**src/rtl/common.sv**
```systemverilog
// Shared fetch-path widths, FSM state type and parcel helpers.
// Imported by fetch_controller and parcel_buffer.
package common;

  localparam int INSTRUCTION_WIDTH = 32;
  localparam int DATA_WIDTH        = 32;

  typedef enum logic [1:0] {
    IDLE = 2'd0,
    REQ  = 2'd1,
    WAIT = 2'd2
  } fetch_state_type;

  // RISC-V encodes 32-bit instructions with 2'b11 in the low bits of the first parcel.
  function automatic logic is_rvc(input logic [15:0] parcel);
    return parcel[1:0] != 2'b11;
  endfunction

endpackage

```
**src/rtl/parcel_buffer.sv**
```systemverilog
// Halfword parcel FIFO between instruction memory and decode; count is in halfwords.
// With COMPRESSED_EN: three 16-bit entries. Without: a single 32-bit word (count 0 or 2).
module parcel_buffer
  import common::*;
(
  input  logic                  clk,
  input  logic                  rst_n,
  input  logic                  flush,
  input  logic [1:0]            push_cnt,
  input  logic [DATA_WIDTH-1:0] push_data,
  input  logic [1:0]            pop_cnt,
  output logic [1:0]            count,
  output logic [31:0]           head
);

`ifdef COMPRESSED_EN
  logic [15:0] hw_q [3];
  logic [15:0] hw_d [3];
  logic [1:0]  count_mid;
  logic [1:0]  count_d;

  // Pop shifts toward entry 0, then pushes land right after the survivors;
  // a single-parcel push carries the upper halfword (redirect into mid-word).
  always_comb begin
    count_mid = count - pop_cnt;
    case (pop_cnt)
      2'd1:    hw_d = '{hw_q[1], hw_q[2], 16'h0};
      2'd2:    hw_d = '{hw_q[2], 16'h0, 16'h0};
      default: hw_d = hw_q;
    endcase
    for (int i = 0; i < 3; i++) begin
      if (push_cnt == 2'd2 && i == int'(count_mid))     hw_d[i] = push_data[15:0];
      if (push_cnt == 2'd2 && i == int'(count_mid) + 1) hw_d[i] = push_data[31:16];
      if (push_cnt == 2'd1 && i == int'(count_mid))     hw_d[i] = push_data[31:16];
    end
    count_d = count_mid + push_cnt;
    if (flush) count_d = 2'd0;
  end

  always_ff @(posedge clk or negedge rst_n) begin
    if (!rst_n) begin
      hw_q  <= '{default: 16'h0};
      count <= 2'd0;
    end else begin
      hw_q  <= hw_d;
      count <= count_d;
    end
  end

  assign head = {hw_q[1], hw_q[0]};
`else
  logic [31:0] word_q;

  // A new fetch is only issued once the word has been consumed, so push never meets a full entry.
  always_ff @(posedge clk or negedge rst_n) begin
    if (!rst_n) begin
      word_q <= 32'h0;
      count  <= 2'd0;
    end else if (flush) begin
      count <= 2'd0;
    end else if (push_cnt != 2'd0) begin
      word_q <= push_data;
      count  <= 2'd2;
    end else if (pop_cnt != 2'd0) begin
      count <= 2'd0;
    end
  end

  assign head = word_q;
`endif

endmodule

```
**src/rtl/fetch_controller.sv**
```systemverilog
// Instruction fetch: single-outstanding imem requests feeding a parcel buffer for decode.
// COMPRESSED_EN enables 16-bit parcels and halfword-aligned PCs; otherwise misaligned redirects pulse misalign_err.
//
// state | meaning
// IDLE  | one-cycle pause before requesting again
// REQ   | request fetch_pc once the buffer has room
// WAIT  | one request outstanding, waiting for imem_rvalid
module fetch_controller
  import common::*;
#(
  parameter logic [31:0] RESET_PC = 32'h0000_0000
) (
  input  logic                         clk,
  input  logic                         rst_n,
  output logic                         imem_req,
  output logic [31:0]                  imem_addr,
  input  logic                         imem_ready,
  input  logic                         imem_rvalid,
  input  logic [DATA_WIDTH-1:0]        imem_rdata,
  input  logic                         redirect_valid,
  input  logic [31:0]                  redirect_pc,
  output logic                         instr_valid,
  input  logic                         instr_ready,
  output logic [INSTRUCTION_WIDTH-1:0] instr_out,
  output logic [31:0]                  instr_pc,
  output logic                         instr_is_compressed,
  output logic                         misalign_err
);

  fetch_state_type state_q, state_d;
  logic [31:0] fetch_pc_q;
  logic [31:0] instr_pc_q;
  logic        kill_q;
  logic        skip_lo_q;

  logic [1:0]  count;
  logic [31:0] head;
  logic [1:0]  pop_cnt;
  logic [1:0]  push_cnt;
  logic [1:0]  count_after_pop;
  logic        head_rvc;
  logic        redirect_bad;
  logic        redirect_take;
  logic        accept;
  logic        rsp;

`ifdef COMPRESSED_EN
  localparam bit C_EN = 1'b1;
  assign redirect_bad = 1'b0;
  assign misalign_err = 1'b0;
`else
  localparam bit C_EN = 1'b0;
  logic misalign_q;

  assign redirect_bad = redirect_pc[1];

  always_ff @(posedge clk or negedge rst_n) begin
    if (!rst_n) misalign_q <= 1'b0;
    else        misalign_q <= redirect_valid & redirect_bad;
  end

  assign misalign_err = misalign_q;
`endif

  assign redirect_take = redirect_valid && !redirect_bad;
  assign head_rvc      = C_EN && is_rvc(head[15:0]);

  assign instr_valid         = (count >= 2'd2) || (count == 2'd1 && head_rvc);
  assign instr_out           = !instr_valid ? '0 : head_rvc ? {16'h0, head[15:0]} : head;
  assign instr_is_compressed = instr_valid && head_rvc;
  assign instr_pc            = instr_pc_q;

  assign pop_cnt         = (instr_valid && instr_ready && !redirect_take) ? (head_rvc ? 2'd1 : 2'd2) : 2'd0;
  assign count_after_pop = count - pop_cnt;

  // Request address is not presented in a redirect cycle: fetch_pc is about to change.
  assign imem_req  = (state_q == REQ) && (count_after_pop <= 2'd1) && !redirect_take;
  assign imem_addr = imem_req ? fetch_pc_q : 32'h0;
  assign accept    = imem_req && imem_ready;
  assign rsp       = (state_q == WAIT) && imem_rvalid;

  assign push_cnt = (rsp && !kill_q && !redirect_take) ? (skip_lo_q ? 2'd1 : 2'd2) : 2'd0;

  always_comb begin
    state_d = state_q;
    case (state_q)
      IDLE: state_d = REQ;
      REQ:  if (accept) state_d = WAIT;
      WAIT: if (rsp) state_d = ((count_after_pop + push_cnt) <= 2'd1) ? REQ : IDLE;
      default: state_d = IDLE;
    endcase
    if (redirect_take) state_d = (state_q == WAIT && !imem_rvalid) ? WAIT : REQ;
  end

  always_ff @(posedge clk or negedge rst_n) begin
    if (!rst_n) begin
      state_q    <= IDLE;
      fetch_pc_q <= RESET_PC;
      instr_pc_q <= RESET_PC;
      kill_q     <= 1'b0;
      skip_lo_q  <= 1'b0;
    end else begin
      state_q <= state_d;

      if (redirect_take)  fetch_pc_q <= {redirect_pc[31:2], 2'b00};
      else if (accept)    fetch_pc_q <= fetch_pc_q + 32'd4;

      if (redirect_take)          instr_pc_q <= redirect_pc;
      else if (pop_cnt != 2'd0)   instr_pc_q <= instr_pc_q + {29'd0, pop_cnt, 1'b0};

      // Response already in flight at redirect time belongs to the old stream.
      if (redirect_take && state_q == WAIT && !imem_rvalid) kill_q <= 1'b1;
      else if (rsp)                                         kill_q <= 1'b0;

      if (redirect_take)         skip_lo_q <= C_EN & redirect_pc[1];
      else if (push_cnt != 2'd0) skip_lo_q <= 1'b0;
    end
  end

  parcel_buffer u_parcel_buffer (
    .clk       (clk),
    .rst_n     (rst_n),
    .flush     (redirect_take),
    .push_cnt  (push_cnt),
    .push_data (imem_rdata),
    .pop_cnt   (pop_cnt),
    .count     (count),
    .head      (head)
  );

endmodule

```
**config.mk**
```make
export PLATFORM = sky130hd
export DESIGN_NAME = fetch_controller
export DESIGN_NICKNAME = d
export VERILOG_FILES = /design/src/rtl/common.sv /design/src/rtl/parcel_buffer.sv /design/src/rtl/fetch_controller.sv
export SDC_FILE = /design/constraint.sdc
export NUM_CORES = 1
export LEC_CHECK = 0
export ABC_CLOCK_PERIOD_IN_PS = 3030
export BUFFER_PORTS_ARGS = -buffer_cell sky130_fd_sc_hd__buf_2
export CAP_MARGIN = 10
export CORE_MARGIN = 10
export CORE_UTILIZATION = 36
export CTS_CLUSTER_DIAMETER = 150
export DETAILED_ROUTE_END_ITERATION = 8
export SYNTH_ARGS = -nofsm -noshare
export SYNTH_HDL_FRONTEND = slang
export SYNTH_SLANG_ARGS = --single-unit
```
**constraint.sdc**
```tcl
create_clock -name clk -period 3.03 [get_ports clk]
set_input_delay 0.1515 -clock clk [delete_from_list [all_inputs] [get_ports clk]]
set_output_delay 0.1515 -clock clk [all_outputs]
set_load 0.01 [all_outputs]
```
# Word level (Yosys, flattened, before mapping)
# Cells that the tools add are included.
# totals
reg_bits	103
# classes
n_addsub	4
n_lt_le_gt_ge	3
eq_ne	4
muxes	22
bitwise_logic	2
reduce_logical	26
# op_table
cell	n
32-bit 2-to-1 mux	6
32-bit by 3-bit adder with 32-bit output	1
32-bit by 3-bit adder with 32-bit output, second input constant	1
2-bit 2-to-1 mux	10
1-bit logical AND	12
2-bit nonzero test	6
3-bit inequality test, second input constant	2
2-bit one-hot mux with 3 select lines	1
1-bit 2-to-1 mux	5
2-bit by 1-bit <= comparator with 1-bit output, second input constant	2
1-bit zero test	4
2-bit AND reduction	2
3-bit nonzero test	1
2-bit adder	1
2-bit by 1-bit == test with 1-bit output, second input constant	1
2-bit == test, second input constant	1
2-bit greater-or-equal comparator, second input constant	1
2-bit zero test	1
2-bit subtractor	1
1-bit AND	1
1-bit NOT	1

# Logic depth before layout (Yosys ltp)
# Gate-level depths: netlist of the first run.
# logic_depth
depth_word	13
ltp_mapped	10

# Hierarchy
# Synthesis of the first run repeated with hierarchy kept, for this count alone.
# unflattened
cells_unflattened	532
area_unflattened_um2	5400.2
# modules_own_cells
module	n_inst	cells_per_inst	area_per_inst_um2
fetch_controller	1	458	4020.1
parcel_buffer	1	74	1380.1

# Worst setup path after synthesis of the first run
# Ideal clock, no wire load.
# synth_path
path_kind	register to register
start	register u_parcel_buffer.count[1]
end	register instr_pc_q[31], in the netlist instr_pc[31]
setup_ns	0.077
arrival_time_ns	2.264
slack_ns	0.689
stages_incl_launch_ff	11
n_path_buf	2
synth_period_minus_slack_ns	2.341
path_cell_list	dfrtp_1 -> clkbuf_1 -> nand2_1 -> nor2_1 -> ha_1 -> nand4_1 -> nor3_1 -> clkbuf_1 -> nand4_1 -> xor2_1 -> a21oi_1
# synth_via
elab_chain_len	7
word_cells_on_any_way	9
# synth_lines
item	line	text
start: declaration	parcel_buffer.sv:12	output logic [1:0] count,
start signal: assignment	parcel_buffer.sv:58	count <= 2'd0;
start signal: assignment	parcel_buffer.sv:60	count <= 2'd0;
start signal: assignment	parcel_buffer.sv:63	count <= 2'd2;
2-bit greater-or-equal comparator *	fetch_controller.sv:68	assign instr_valid = (count >= 2'd2) || (count == 2'd1 && head_rvc);
1-bit logical AND * (2 in a row)	fetch_controller.sv:73	assign pop_cnt = (instr_valid && instr_ready && !redirect_take) ? (head_rvc ? 2'd1 : 2'd2) : 2'd0;
2-bit 2-to-1 mux *	fetch_controller.sv:73	
32-bit by 3-bit adder with 32-bit output	fetch_controller.sv:109	else if (pop_cnt != 2'd0) instr_pc_q <= instr_pc_q + {29'd0, pop_cnt, 1'b0};
32-bit 2-to-1 mux	fetch_controller.sv:109	
32-bit 2-to-1 mux	fetch_controller.sv:108	if (redirect_take) instr_pc_q <= redirect_pc;
end signal: assignment	fetch_controller.sv:108	
end signal: assignment	fetch_controller.sv:109	
end: declaration	fetch_controller.sv:32	logic [31:0] instr_pc_q;
# Every way passes the cells marked *; elsewhere a longest branch is shown, timed or not. The select of a mux whose other input is x is not followed.
# A chain may end at the register's enable or synchronous reset.

# Worst setup path in the final report of the first run
# layout_path
start	register u_parcel_buffer.count[1]
end	output imem_addr[24]
# layout_via
elab_chain_len	9
# layout_lines
item	line	text
2-bit greater-or-equal comparator	fetch_controller.sv:68	
1-bit logical AND (2 in a row)	fetch_controller.sv:73	
2-bit 2-to-1 mux	fetch_controller.sv:73	
2-bit subtractor *	fetch_controller.sv:74	assign count_after_pop = count - pop_cnt;
2-bit by 1-bit <= comparator with 1-bit output *	fetch_controller.sv:77	assign imem_req = (state_q == REQ) && (count_after_pop <= 2'd1) && !redirect_take;
1-bit logical AND * (2 in a row)	fetch_controller.sv:77	
32-bit 2-to-1 mux *	fetch_controller.sv:78	assign imem_addr = imem_req ? fetch_pc_q : 32'h0;
end: declaration	fetch_controller.sv:16	output logic [31:0] imem_addr,
# Every way passes the cells marked *; elsewhere a longest branch is shown, timed or not.

==> flow_summary.json, run 1 <==
{
  "outcome": "finished clean",
  "detailedPlacementHpwl_mm": 11.6,
  "fmax_mhz": 420,
  "timing_max_transition_violations_final": 0,
  "power.leakage_uw": 0.00299,
  "cpMaxStageDelayCell": "sky130_fd_sc_hd__nor3_2",
  "nNetsFinal": 763,
  "dr_total_vias": 4568,
  "worstMarginPinSlew_ns": 0.887,
  "netlist_top_cells_area": "sky130_fd_sc_hd__dfrtp_1 (48%), sky130_fd_sc_hd__and2_1 (7.6%), sky130_fd_sc_hd__mux2_2 (6.9%), sky130_fd_sc_hd__a21oi_1 (4.9%), sky130_fd_sc_hd__xnor2_1 (4.0%)",
  "post_route_clock_skew_ns": 0.00993,
  "first_global_vias": 4810,
  "die_height_um": 140,
  "critPathArrivalTime_ns": 2.23,
  "post_synth_top_area_share_pct": 47.6,
  "share_of_synthesized_flip_flops_with_an_asynchronous_set_or_reset_pct": 100,
  "grt_max_degree": 66,
  "synth_top_cell_by_area": "sky130_fd_sc_hd__dfrtp_1",
  "synth-edff-count": 0,
  "detail_route.wl_per_cell_um": 17.7,
  "io_pins": 170,
  "power.density_mw_per_mm2": 695,
  "cap_violations": 0,
  "topmost_layer_with_routed_signal_wires": "met5",
  "critPathBufInv": 2,
  "die_w_um": 140,
  "timing.critical_path.to_type": "primary output",
  "clkSlewWorstSetupHoldPaths_ns": 0.07,
  "ratio_of_cells_with_drive_above_1_in_the_final_layout_pct": 33.6,
  "critical_path.cell_chain": "nor2b_1 -> nor3_2 -> buf_4 -> and2_1 -> buf_2",
  "design.die.area_mm2": 0.0197,
  "total_clock_buffers_created_by_cts": 9,
  "cts_hold_buf": 2,
  "synth.distinct_cells": 39,
  "initial_utilization_pct": 37.1,
  "hold_path.startpoint": "imem_rvalid",
  "max-vdd-ir-drop_uv": 346,
  "flops_latches_synth": 99,
  "detail_route.iter0.violations": 360,
  "std_cell_rows": 43,
  "track_usage_pct": 15.4,
  "most-common-layout-cells": "sky130_fd_sc_hd__buf_2 (165), sky130_fd_sc_hd__dfrtp_1 (99), sky130_fd_sc_hd__and2_1 (63)",
  "worst_r2r_startpoint": "fetch_pc_q[9]$_DFFE_PN0P_",
  "clock_tree.buffer_depth": 2,
  "critical_path_required_ns": 2.88,
  "critPathLaunch": "u_parcel_buffer.count[1]$_DFFE_PN0P_",
  "number_of_antenna_violations_at_the_first_check_in_global_routing": 1,
  "finalSetupTns_ns": 0,
  "cp_top_family": "simple AND/OR/NAND/NOR gates",
  "synth.avg_cell_area_um2": 9.88,
  "rsz0062_at_grt": "no",
  "tritoncts_num_sinks": 99,
  "drt.antenna.violating_nets": 0,
  "crit_path_max_incr_delay_ns": 0.53,
  "postSynthCellCount": 527,
  "finalSetupViolations": 0,
  "wl_met3_mm": 1.58,
  "global_route_wire_length_before_repair_mm": 25.1,
  "path_max_fanout": 17,
  "insertedDiodeCount": 0,
  "finalHoldViolCount": 0,
  "worst_slew_margin_rel_pct": 40.8,
  "cts_setup_buffers": 0,
  "layout_commonest_cell": "sky130_fd_sc_hd__buf_2",
  "total_power_uw": 4540,
  "crit_path_start_kind": "flop",
  "route.detailed.drc": 0,
  "syn-cell-area_mm2": 0.00521,
  "core_region_area_mm2": 0.0140,
  "flow.area_growth_from_synthesis_pct": 25.6,
  "detail_route.first_pass.iterations": 5,
  "tritoncts": "yes",
  "ys.warnings.count": 0,
  "yosys_most_used_dff": "sky130_fd_sc_hd__dfrtp_1",
  "min_path_type": "primary input to flop",
  "htreeDepth": 3,
  "worst-setup-path-type": "flop to primary output",
  "clk_latency_ns": 0.35,
  "worst_hold_slack_ns": 0.0287,
  "synth-seq-area-share_pct": 47.6,
  "dr_wl_met2_mm": 6.60,
  "post_cts.resized_instances": 0,
  "port_buffers": 166,
  "final.period_utilization_pct": 78.6,
  "route.layer.met1.wl_mm": 7.01,
  "cts.root.buffer_cell": "sky130_fd_sc_hd__clkbuf_16",
  "min_period_ns": 2.38,
  "routed_wire_length_mm": 15.5,
  "vias_per_cell": 5.23,
  "grt_overflow": 0,
  "place_congestion": 0.792
}
## cells in the mapped netlist (2+ instances only)
cell type	instances
sky130_fd_sc_hd__dfrtp_1	99
sky130_fd_sc_hd__and2_1	63
sky130_fd_sc_hd__a21oi_1	51
sky130_fd_sc_hd__nor2_1	42
sky130_fd_sc_hd__mux2_2	32
sky130_fd_sc_hd__nand3_1	28
sky130_fd_sc_hd__xnor2_1	24
sky130_fd_sc_hd__xor2_1	24
sky130_fd_sc_hd__clkbuf_1	22
sky130_fd_sc_hd__nand2_1	20
sky130_fd_sc_hd__nand4_1	17
sky130_fd_sc_hd__nor3_1	14
sky130_fd_sc_hd__nor4_1	13
sky130_fd_sc_hd__a31oi_1	8
sky130_fd_sc_hd__and3_1	8
sky130_fd_sc_hd__inv_1	5
sky130_fd_sc_hd__o21ai_0	5
sky130_fd_sc_hd__o31ai_1	5
sky130_fd_sc_hd__and4_1	4
sky130_fd_sc_hd__buf_6	4
sky130_fd_sc_hd__ha_1	4
sky130_fd_sc_hd__nand2b_1	4
sky130_fd_sc_hd__or4_1	4
sky130_fd_sc_hd__buf_4	3
sky130_fd_sc_hd__mux2i_1	3
sky130_fd_sc_hd__nor2b_1	3
sky130_fd_sc_hd__or3_1	3
sky130_fd_sc_hd__or3_2	3
sky130_fd_sc_hd__and4_4	2
## metal layers
layer	vias up	GRT usage (%)
met5	-	0
met4	2	5.00
met3	20	5.98
met2	192	22.8
met1	2184	20.0
li1	2170	-
## registers in the layout, indices dropped and copies added, names as in the netlist
| signal | flops |
|---|---|
| state_q | 2 |
| u_parcel_buffer.count | 1 |
| fetch_pc_q | 30 |
| u_parcel_buffer.head | 32 |
| kill_q | 1 |
| misalign_err | 1 |
| instr_pc | 32 |
## power by group
group          switching (uW)  leakage (uW)  internal, uW
Combinational             719       0.00169           671
Clock                     506      0.000145           659
Sequential                309       0.00116          1680
## cell families (layout without fill, tap and decap cells)
group           count (synthesis)  in the layout  synth area share (%)
mux                            35             35                  7.49
xor+xnor                       48             48                  8.07
fa+ha+maj                       4              4                 0.961
buf+inv                        35            200                  3.34
compound gates                 73             73                  7.66
flops                          99             99                  47.6
simple gates                  232            232                  24.8
other cells                     1              3                0.0720
## final cells by class
cell class / count / area [um2]
clock buffer: 11 / 243
clock inverter: 5 / 52.6
fill: 1366 / 7500
inverter: 5 / 18.8
multi-input combinational: 395 / 2580
sequential: 99 / 2480
tap: 180 / 225
timing repair buffer: 179 / 948
## worst register-to-register path: stages (launching register included)
cell	delay (ns)
sky130_fd_sc_hd__dfrtp_1	0.43
sky130_fd_sc_hd__and4_4	0.30
sky130_fd_sc_hd__nand4_4	0.16
sky130_fd_sc_hd__or3_1	0.52
sky130_fd_sc_hd__or4_1	0.55
sky130_fd_sc_hd__a31oi_1	0.18
## per-stage QoR
stage / instances / utilization, % / worst slack (ns) / instance area, um2
4_1_cts: 874 / 46.6 / 0.620 / 6540
6_report: 874 / 46.6 / 0.648 / 6540
2_1_floorplan: 529 / - / 0.689 / 5220
3_5_place_dp: 856 / 44.3 / 0.815 / 6230
3_3_place_gp: 856 / 44.3 / 0.874 / 6230
5_1_grt: 874 / 46.6 / 0.499 / 6540
## worst paths after layout
kind | to | cells past startpoint | slack, ns
setup / recovery | imem_addr[24] | 5 | 0.65
hold / removal | state_q[1]$_DFFE_PN0P_ | 2 | 0.03
setup reg to reg | fetch_pc_q[28]$_DFFE_PN0P_ | 5 | 0.80
hold reg to reg | instr_pc[0]$_DFFE_PN0P_ | 2 | 0.48
max in group asynchronous | u_parcel_buffer.head[3]$_DFFE_PN0P_ | 3 | 1.84
min in group asynchronous | instr_pc[13]$_DFFE_PN0P_ | 2 | 0.47
No activity file was read; power rests on OpenSTA's default activity.
==> run 2: changes to the inputs <==
--- a/config.mk
+++ b/config.mk
@@ -5,7 +5,8 @@
 export SDC_FILE = /design/constraint.sdc
 export NUM_CORES = 1
 export LEC_CHECK = 0
-export ABC_CLOCK_PERIOD_IN_PS = 3030
+export ABC_AREA = 1
+export ABC_CLOCK_PERIOD_IN_PS = 2500
 export BUFFER_PORTS_ARGS = -buffer_cell sky130_fd_sc_hd__buf_2
 export CAP_MARGIN = 10
 export CORE_MARGIN = 10
==> constraint.sdc (replaced) <==
create_clock -name clk -period 2.5 [get_ports clk]
set_input_delay 0.125 -clock clk [delete_from_list [all_inputs] [get_ports clk]]
set_output_delay 0.125 -clock clk [all_outputs]
set_load 0.01 [all_outputs]
==> run 2 against run 1 <==
Compared with the run above: synthesized area grew 27%; largest cell class unchanged; count of clock-buffer cells in the layout is the same; final cell count grew 70%; final area grew 26%; power grew 72%; routed wire length grew 49%; non-clock buffer count grew 35; largest power group is now combinational logic; global-route usage grew 3.3 points; critical path depth grew 5; worst hold slack lost 0.0048 ns; synthesized cell count grew 100%.
==> flow_summary.json, run 2 <==
{
  "outcome": "finished clean",
  "port_buffers": 166,
  "ratio_of_cells_with_drive_above_1_in_the_final_layout_pct": 17.4,
  "dr_total_vias": 7124,
  "crit_path_start_kind": "primary input",
  "number_of_antenna_violations_at_the_first_check_in_global_routing": 5,
  "initial_utilization_pct": 36.7,
  "routed_wire_length_mm": 23.0,
  "cp-endpoint": "imem_addr[24]",
  "io_pins": 170,
  "std_cell_rows": 49,
  "track_usage_pct": 18.7,
  "first_global_vias": 6841,
  "nNetsFinal": 1324,
  "met2_usage_pct": 30.6,
  "critical_path_required_ns": 2.38,
  "ff2ff_setup_slack_ns": 0.44,
  "finalHoldViolCount": 0,
  "worst_slew_margin_rel_pct": 65.1,
  "core_region_area_mm2": 0.0180,
  "vias_per_cell": 4.78,
  "total_clock_buffers_created_by_cts": 9,
  "rsz0062_at_grt": "no",
  "total_power_uw": 7800,
  "syn-cell-area_mm2": 0.00661,
  "finalSetupViolations": 0,
  "clk_latency_ns": 0.36,
  "power.density_mw_per_mm2": 943,
  "synth_most_common_cell": "sky130_fd_sc_hd__nand2_1",
  "postSynthCellCount": 1061,
  "synth-seq-area-share_pct": 37.5,
  "top_usage_layer": "met2",
  "clkPwrFrac_pct": 18.7,
  "worstMarginPinSlew_ns": 0.523,
  "reg2reg_depth": 12,
  "max-vdd-ir-drop_uv": 443,
  "critPathArrivalTime_ns": 2.06,
  "cpMaxStageDelayCell": "sky130_fd_sc_hd__dlygate4sd3_1",
  "post_route_clock_skew_ns": 0.00978,
  "synth.distinct_cells": 36,
  "finalSetupTns_ns": 0,
  "worst_r2r_startpoint": "u_parcel_buffer.count[1]$_DFFE_PN0P_",
  "detail_route.iter0.violations": 508,
  "synth_commonest_cells": "sky130_fd_sc_hd__nand2_1 (417), sky130_fd_sc_hd__nor2_1 (185), sky130_fd_sc_hd__inv_1 (137), sky130_fd_sc_hd__dfrtp_1 (99), sky130_fd_sc_hd__nand3_1 (65)",
  "power_switching_uw": 3580,
  "min_period_ns": 2.19,
  "synth-edff-count": 0,
  "share_of_synthesized_flip_flops_with_an_asynchronous_set_or_reset_pct": 100,
  "grt_max_degree": 55,
  "worst-setup-path-type": "primary input to primary output",
  "path_max_fanout": 33,
  "final.period_utilization_pct": 87.5,
  "detailedPlacementHpwl_mm": 17.4,
  "htreeDepth": 3,
  "die_w_um": 155,
  "tritoncts_num_sinks": 99,
  "synth.avg_cell_area_um2": 6.23,
  "critPathLaunch": "redirect_valid",
  "yosys_most_used_dff": "sky130_fd_sc_hd__dfrtp_1",
  "ys.warnings.count": 0,
  "synth_top_cell_by_area": "sky130_fd_sc_hd__dfrtp_1",
  "tritoncts": "yes",
  "global_route_wire_length_before_repair_mm": 36.4,
  "critical_path.cell_chain": "dlygate4sd3_1 -> buf_2 -> inv_2 -> nor2_4 -> buf_4 -> o21ai_4 -> nand2_1 -> buf_4 -> nor2_1 -> buf_2",
  "place_congestion": 0.901,
  "switching_share_pct": 45.9,
  "clkSlewWorstSetupHoldPaths_ns": 0.07,
  "route.detailed.drc": 0,
  "min_path_type": "primary input to flop",
  "design.die.area_mm2": 0.0242,
  "clock_tree.buffer_depth": 2,
  "post_cts.resized_instances": 0,
  "crit_path_max_incr_delay_ns": 0.53,
  "grtUsageMet1_pct": 24.5,
  "grt_overflow": 0,
  "layout_commonest_cell": "sky130_fd_sc_hd__nand2_1",
  "cts.root.buffer_cell": "sky130_fd_sc_hd__clkbuf_16",
  "netlist_top_cells_area": "sky130_fd_sc_hd__dfrtp_1 (38%), sky130_fd_sc_hd__nand2_1 (24%), sky130_fd_sc_hd__nor2_1 (11%), sky130_fd_sc_hd__inv_1 (7.8%), sky130_fd_sc_hd__nand3_1 (4.9%)",
  "power.combinational.fraction_pct": 43.5,
  "detail_route.wl_per_cell_um": 15.4,
  "grt_use_met3_pct": 2.67,
  "post_synth_top_area_share_pct": 37.5,
  "detail_route.first_pass.iterations": 6,
  "die_height_um": 155,
  "final_core_utilization_pct": 45.9,
  "sequential_power_share_pct": 37.9,
  "cap_violations": 0,
  "timing.critical_path.to_type": "primary output",
  "timing_max_transition_violations_final": 0,
  "fillers": 1910,
  "power_report.internal_total_uw": 4220,
  "flops_latches_synth": 99,
  "drt.antenna.violating_nets": 0,
  "flow.area_growth_from_synthesis_pct": 25.2,
  "worst_r2r_endpoint": "instr_pc[30]$_DFFE_PN0P_",
  "most-common-layout-cells": "sky130_fd_sc_hd__nand2_1 (417), sky130_fd_sc_hd__nor2_1 (184), sky130_fd_sc_hd__buf_2 (165)",
  "fmax_mhz": 457,
  "power.leakage_uw": 0.00476
}
[run 2: cell types whose count changed after synthesis, sizes merged, moves of 24 or more]
cell | before | now
nand3 | 28 | 67
xnor2 | 24 | 0
nand2 | 20 | 421
nor2 | 42 | 192
and2 | 63 | 0
mux2 | 32 | 0
inv | 5 | 140
[run 2: worst min path at each step]
stage,from,endpoint,slack (ns),cells past startpoint
finish,redirect_pc[20],instr_pc[20]$_DFFE_PN0P_,0.02,3
global route,redirect_pc[20],instr_pc[20]$_DFFE_PN0P_,0.03,3
CTS,redirect_pc[20],instr_pc[20]$_DFFE_PN0P_,0.01,3
detailed placement,rst_n,fetch_pc_q[7]$_DFFE_PN0P_,-0.03,1
global placement,rst_n,fetch_pc_q[7]$_DFFE_PN0P_,-0.03,1
floorplan,rst_n,fetch_pc_q[10]$_DFFE_PN0P_,-0.17,0
[run 2: layout make-up]
class / instances / area [um2] / area share [%]
diodes: 5 / 12.5 / 0.151
clock buffers: 11 / 253 / 3.05
clock inverters: 5 / 43.8 / 0.529
inverters: 140 / 526 / 6.35
multi-input cells: 786 / 3380 / 40.8
flip-flops and latches: 99 / 2480 / 29.9
well taps: 229 / 287 / 3.46
repair buffers: 214 / 1300 / 15.7
[run 2: power groups by stage]
stage               Combinational, uW  Clock, uW  Sequential (uW)
finish                           3390       1460             2950
global route                     3910       1540             3060
CTS                              3440       1480             2940
detailed placement               3370          0             2970
global placement                 3340          0             2960
floorplan                        2240          0             2860
[run 2: logic make-up (layout without fill, tap and decap cells)]
group	Yosys count	in the layout	synth area share (%)
other	1	8	0.0568
and+or+nand+nor	695	695	42.6
buffers and inverters	178	370	11.5
adders and majority gates	4	4	0.758
AOI/OAI and AO/OA	81	81	7.16
xor gates and xnor gates	3	3	0.398
DFF	99	99	37.5
[run 2: metal layers]
metal,vias up,wire (um)
met1,3272,10200
met3,27,1240
met4,0,503
met2,202,11000
li1,3623,-
met5,-,0
[run 2: worst max-delay path, delay by kind of cell]
kind / cells / cell delay [ns]
simple gates: 3 / 0.30
buf+inv: 6 / 1.50
compound gates: 1 / 0.12
[run 2: timing repair]
| item | CTS | global route |
|---|---|---|
| buffers inserted | 0 | 0 |
| hold buffers | 36 | 0 |
| setup endpoints to repair | 0 | 0 |
| endpoints found under the hold margin | 133 | 0 |
[run 2: per-stage QoR]
stage | hold slack (ns) | setup slack, ns | std cells | area, um2
after global routing | 0.0318 | 0.158 | 1489 | 8270
final | 0.0239 | 0.314 | 1489 | 8270
after CTS | 0.0104 | 0.303 | 1484 | 8260
after global placement | -0.0309 | 0.569 | 1432 | 7600
after detailed placement | -0.0309 | 0.484 | 1432 | 7600
after floorplan | -0.171 | 0.444 | 1063 | 6610
